`config.mk`:
```
export PLATFORM = sky130hd
export DESIGN_NAME = fp_sqr_arbiter
export DESIGN_NICKNAME = d
export VERILOG_FILES = /design/src/rtl/fp_sqr_arbiter.sv
export SDC_FILE = /design/constraint.sdc
export NUM_CORES = 1
export LEC_CHECK = 0
export ABC_AREA = 0
export ABC_CLOCK_PERIOD_IN_PS = 2300
export CAP_MARGIN = 20
export CORE_MARGIN = 1
export CORE_UTILIZATION = 40
export CTS_BUF_LIST = sky130_fd_sc_hd__clkbuf_4 sky130_fd_sc_hd__clkbuf_8
export CTS_CLUSTER_DIAMETER = 200
export DETAILED_ROUTE_END_ITERATION = 6
export GPL_ROUTABILITY_DRIVEN = 0
export PLACE_DENSITY = 0.85
export REMOVE_ABC_BUFFERS = 1
export SLEW_MARGIN = 5
export SYNTH_ARGS = -nofsm -noshare
export SYNTH_HDL_FRONTEND = slang
export SYNTH_SLANG_ARGS = --single-unit
```
`constraint.sdc`:
```
create_clock -name clk -period 2.3 [get_ports clk]
set_input_delay 0.345 -clock clk [delete_from_list [all_inputs] [get_ports clk]]
set_output_delay 0.345 -clock clk [all_outputs]
set_load 0.02 [all_outputs]
```
`src/rtl/fp_sqr_arbiter.sv`:
```
// fp_sqr_arbiter: round-robin sharing of one fp_sqr unit among requesters.
// Operand is held on the unit until done, result goes back to its owner.
module fp_sqr_arbiter #(
  parameter int N_REQ   = 4,
  parameter int W       = 32,
  parameter int SETTLE  = 2,
  parameter int TIMEOUT = 64
) (
  input  logic               clk,
  input  logic               rst,
  input  logic [N_REQ-1:0]   req_valid,
  output logic [N_REQ-1:0]   req_ready,
  input  logic [N_REQ*W-1:0] req_data,
  input  logic [N_REQ*3-1:0] req_round,
  output logic [N_REQ-1:0]   resp_valid,
  input  logic [N_REQ-1:0]   resp_ready,
  output logic [W-1:0]       resp_data,
  output logic [4:0]         resp_flags,
  output logic [W-1:0]       sq_in,
  output logic [2:0]         sq_round,
  output logic               sq_act,
  input  logic [W-1:0]       sq_out,
  input  logic               sq_ov,
  input  logic               sq_un,
  input  logic               sq_inv,
  input  logic               sq_inexact,
  input  logic               sq_done,
  output logic               busy
);

  localparam int IW = (N_REQ > 1) ? $clog2(N_REQ) : 1;
  localparam int CW = $clog2(TIMEOUT + 1);
  localparam logic [W-1:0] QNAN = W'(32'h7FC0_0000);

  typedef enum logic [1:0] {
    S_IDLE,
    S_ISSUE,
    S_WAIT,
    S_RESP
  } state_t;

  state_t        state;
  logic [IW-1:0] rr;
  logic [IW-1:0] gidx;
  logic [IW-1:0] pick;
  logic [IW-1:0] jc;
  logic          hit;
  logic [CW-1:0] cnt;
  int            j;

  // First pending requester at or after rr, wrapping.
  always_comb begin
    hit  = 1'b0;
    pick = '0;
    j    = 0;
    jc   = '0;
    for (int k = 0; k < N_REQ; k++) begin
      j = int'(rr) + k;
      if (j >= N_REQ) j = j - N_REQ;
      jc = IW'(j);
      if (!hit && req_valid[jc]) begin
        hit  = 1'b1;
        pick = jc;
      end
    end
  end

  always_ff @(posedge clk or negedge rst) begin
    if (!rst) begin
      state      <= S_IDLE;
      rr         <= '0;
      gidx       <= '0;
      cnt        <= '0;
      req_ready  <= '0;
      resp_valid <= '0;
      resp_data  <= '0;
      resp_flags <= '0;
      sq_in      <= '0;
      sq_round   <= '0;
      sq_act     <= 1'b0;
      busy       <= 1'b0;
    end else begin
      req_ready <= '0;
      unique case (state)
        S_IDLE: begin
          if (hit) begin
            req_ready[pick] <= 1'b1;
            sq_in    <= req_data[pick*W +: W];
            sq_round <= req_round[pick*3 +: 3];
            gidx     <= pick;
            sq_act   <= 1'b1;
            busy     <= 1'b1;
            state    <= S_ISSUE;
          end
        end
        S_ISSUE: begin
          cnt   <= '0;
          state <= S_WAIT;
        end
        S_WAIT: begin
          // Early done pulses may belong to the previous operation.
          if (cnt >= CW'(SETTLE) && sq_done) begin
            resp_data  <= sq_out;
            resp_flags <= {sq_ov, sq_un, sq_inv,
                           sq_inexact, 1'b0};
            resp_valid[gidx] <= 1'b1;
            sq_act <= 1'b0;
            state  <= S_RESP;
          end else if (cnt == CW'(TIMEOUT - 1)) begin
            resp_data  <= QNAN;
            resp_flags <= 5'b00101;
            resp_valid[gidx] <= 1'b1;
            sq_act <= 1'b0;
            state  <= S_RESP;
          end else begin
            cnt <= cnt + 1'b1;
          end
        end
        S_RESP: begin
          if (resp_ready[gidx]) begin
            resp_valid <= '0;
            rr <= (gidx == IW'(N_REQ - 1)) ?
                  '0 : gidx + 1'b1;
            busy  <= 1'b0;
            state <= S_IDLE;
          end
        end
        default: state <= S_IDLE;
      endcase
    end
  end

endmodule

```
==> impl_summary.txt <==
----------------------------------------------------
[Final layout]
  Signed area change from the synthesized netlist to the final layout ... 66.9%
  Most common cell after layout, fill and taps aside ... sky130_fd_sc_hd__clkdlybuf4s50_1
  Number of nets in the final layout ... 895
  Antenna fix cells ... 0
  Post-route insts no fill ... 846
  Layout cell share with drive strength beyond 1 ... 6.54%
  FILL cells ... 858
  Most frequent cells in the layout ... sky130_fd_sc_hd__clkdlybuf4s50_1 (267), sky130_fd_sc_hd__dfrtp_1 (95), sky130_fd_sc_hd__mux2i_1 (71)

[CTS]
  Clock tree from TritonCTS ... done
  Clock latency reported for the late side of the worst-skew pair ... 0.37 ns
  H-tree levels ... 3
  CTS Root Cell ... sky130_fd_sc_hd__clkbuf_8
  Clock buffer depth ... 2
  TritonCTS buffer count ... 9
  Clock-pin slew on the worst setup and hold paths ... 0.10 ns
  Clock sink total ... 95

[Place]
  Count of buffers from port buffering ... 268
  Pre-CTS WS ... 0.0329 ns
  DP HPWL ... 11.8 mm
  Placed insts ... 828

[Floorplanning]
  Row cnt ... 39
  Die span in y ... 111 um
  Full die area ... 12300 sq um
  I/O pin cnt ... 269
  DIE WIDTH ... 111 um
  Initial Utilization ... 41.4%
  Total core area ... 11500 sq um

[Critical path]
  Category of the critical setup timing path ... flop to flop
  Startpoint Class ... flop
  Combined buffer and inverter count along the critical path ... 1
  Worst Setup End Kind ... flop
  Slowest cell on the critical path ... sky130_fd_sc_hd__or4_4
  Kind of cell adding the most delay to the critical path ... compound AO/OA/AOI/OAI gates
  Worst endpoint required time ... 2.60 ns
  Origin of the critical flop-to-flop path ... cnt[1]$_DFFE_PN0P_
  Critical path, cell by cell ... or4_4 -> o41a_1 -> o21ai_2 -> buf_12 -> a22o_1
  Slowest Stage Delay on Critical Path ... 0.58 ns
  Crit path launch ... cnt[1]$_DFFE_PN0P_
  CP Max Fanout ... 46
  Data arrival, critical path ... 2.50 ns

[Flow run]
  Max-cap violations ... 0

[STA]
  Final clock period utilization by the worst path ... 95.4%
  Slew Limit Fails ... 0
  Fmax ... 456 MHz
  Unrepaired setup endpoints after global routing ... false
  Transition time at the pin with the least slew margin ... 0.654 ns
  Setup violation total in the final timing report ... 0
  Worst setup skew after layout ... 0.00650 ns
  Final Hold Violating Endpoints ... 0
  Slew Limit Headroom ... 56.4%
  Worst-case setup margin in the final layout ... 0.106 ns
  Final period demand of the worst path ... 2.19 ns
  Worst hold margin ... 0.490 ns

[Route]
  Routed WL ... 15.5 mm
  Average wire per cell in the routed design ... 18.4 um
  Routed via count ... 4604
  Number of detailed-route iterations in the first pass ... 4
  Drt first-iter violations ... 194
  Post-route DRC ... 0
  Antenna Nets Post-Route ... 0
  Mean number of vias per cell ... 5.44

[Global routing]
  First-pass GRT wire length ... 25.0 mm
  Overall track demand over capacity in global routing ... 25.7%
  Antenna violations before repair ... 0
  Vias in the first global route ... 4879
  Gr ovfl total ... 0
  Pin count of the biggest net entering global routing ... 49

[Power and ir drop]
  Areal power density over the cells ... 1220 nW/um^2
  VDD IR max ... 0.000751 V
  Total leakage power ... 3.53 nW

[Worst hold path]
  Class of the most critical hold timing path ... flop to flop
  Hold Startpoint ... resp_flags[2]$_DFFE_PN0P_

[Synth]
  Yosys warnings ... 0
  Async set or reset register ratio after synthesis ... 100%
  Count of cell types in the netlist ... 43
  Avg Cell Area, Syn ... 11.0 sq um
  Number of enable-type register cells in the synthesized netlist ... 0
  Post-synthesis cell area ... 4750 sq um
  Most used flip-flop cell after synthesis ... sky130_fd_sc_hd__dfrtp_1
  Cell count after synthesis ... 430
  #FFs+latches synth ... 95
  Post-synthesis sequential area ratio ... 50.1%

[Status]
  Outcome ... completed

----------------------------------------------------
-- cell usage after synthesis (2+ instances only) --
master	count	share of area (%)
sky130_fd_sc_hd__dfrtp_1	95	50
sky130_fd_sc_hd__mux2i_1	71	15
sky130_fd_sc_hd__nand2_1	61	4.8
sky130_fd_sc_hd__o221ai_1	35	6.5
sky130_fd_sc_hd__a22o_1	28	5.2
sky130_fd_sc_hd__clkbuf_1	17	1.3
sky130_fd_sc_hd__o21ai_0	17	1.8
sky130_fd_sc_hd__nor2_1	16	1.3
sky130_fd_sc_hd__buf_2	10	1.1
sky130_fd_sc_hd__ha_1	10	2.6
sky130_fd_sc_hd__nand3_1	10	1.1
sky130_fd_sc_hd__a21oi_1	7	0.74
sky130_fd_sc_hd__inv_1	7	0.55
sky130_fd_sc_hd__nand2b_1	5	0.66
sky130_fd_sc_hd__a31oi_1	4	0.53
sky130_fd_sc_hd__buf_6	4	0.95
sky130_fd_sc_hd__nor2b_1	4	0.53
sky130_fd_sc_hd__and3_1	2	0.26
sky130_fd_sc_hd__nor3_1	2	0.21
sky130_fd_sc_hd__o21ai_1	2	0.21
-- state kept, by name, summed over array words and instances (netlist names) --
register and count:
resp_data 32, state 2, sq_in 32, resp_valid 4, resp_flags 5, cnt 7
sq_round 3, gidx 2, busy 1, rr 2, req_ready 4, sq_act 1
-- cells by family after synthesis --
group | count (synthesis) | share of synthesized area, %
flip-flops | 95 | 50.1
XOR/XNOR | 1 | 0.185
multiplexers | 74 | 15.9
AO/OA/AOI/OAI | 104 | 17.1
AND/OR/NAND/NOR | 107 | 10.1
adder cells (fa/ha/maj) | 10 | 2.64
buffers and inverters | 39 | 4.01
-- worst paths after layout --
path                                             endpoint  slack, ns  cells after the start
worst max-delay path            resp_data[12]$_DFFE_PN0P_       0.11                      5
worst max register to register  resp_data[12]$_DFFE_PN0P_       0.11                      5
min in group asynchronous        resp_data[9]$_DFFE_PN0P_       0.54                      2
max in group asynchronous        resp_data[7]$_DFFE_PN0P_       1.09                      3
worst min-delay path            resp_flags[2]$_DFFE_PN0P_       0.49                      2
worst min register to register  resp_flags[2]$_DFFE_PN0P_       0.49                      2
-- layer usage --
metal,global-route usage [%],vias up,routed length [um]
met4,11.6,0,448
met5,0,-,0
met3,5.80,32,959
li1,-,2127,-
met2,45.2,182,8180
met1,29.7,2263,5960
-- stage by stage --
step	power (mW)	TNS (ns)	util, %	instance area [sq um]
5_1_grt	10.3	0	69.1	7920
4_1_cts	9.70	0	68.8	7890
3_5_place_dp	8.53	0	67.0	7680
6_report	9.68	0	69.1	7920
3_3_place_gp	8.31	0	67.0	7680
2_1_floorplan	5.95	-55.45	-	4580
-- power breakdown --
part           internal [mW]  switching, mW  leakage (nW)  total, mW
sequential              2.44          0.522          1.19       2.96
clock                  0.523          0.621         0.101       1.14
combinational           2.76           2.82          2.24       5.58
-- timing repair --
action / in CTS / in global routing
hold endpoints to repair: 2 / 0
gates resized for setup: 0 / 1
endpoints found under the setup margin: 0 / 1
buffers inserted: 0 / 0
hold buffers: 1 / 0
-- worst reg2reg max path: cells and delay by family (launching register included) --
family,cells,cell delay [ns]
AOI/OAI and AO/OA,3,0.87
and+or+nand+nor,1,0.58
DFF,1,0.44
buffers and inverters,1,0.24
-- area by class of cell --
cell class	count	area [sq um]	area share, %
timing repair buffer	289	2940	37.1
multi-input combinational	296	2200	27.8
clock buffer	10	131	1.66
tap	143	179	2.26
sequential	95	2380	30.0
inverter	7	26.3	0.332
clock inverter	6	68.8	0.869
(Power assumes the default switching activity.)
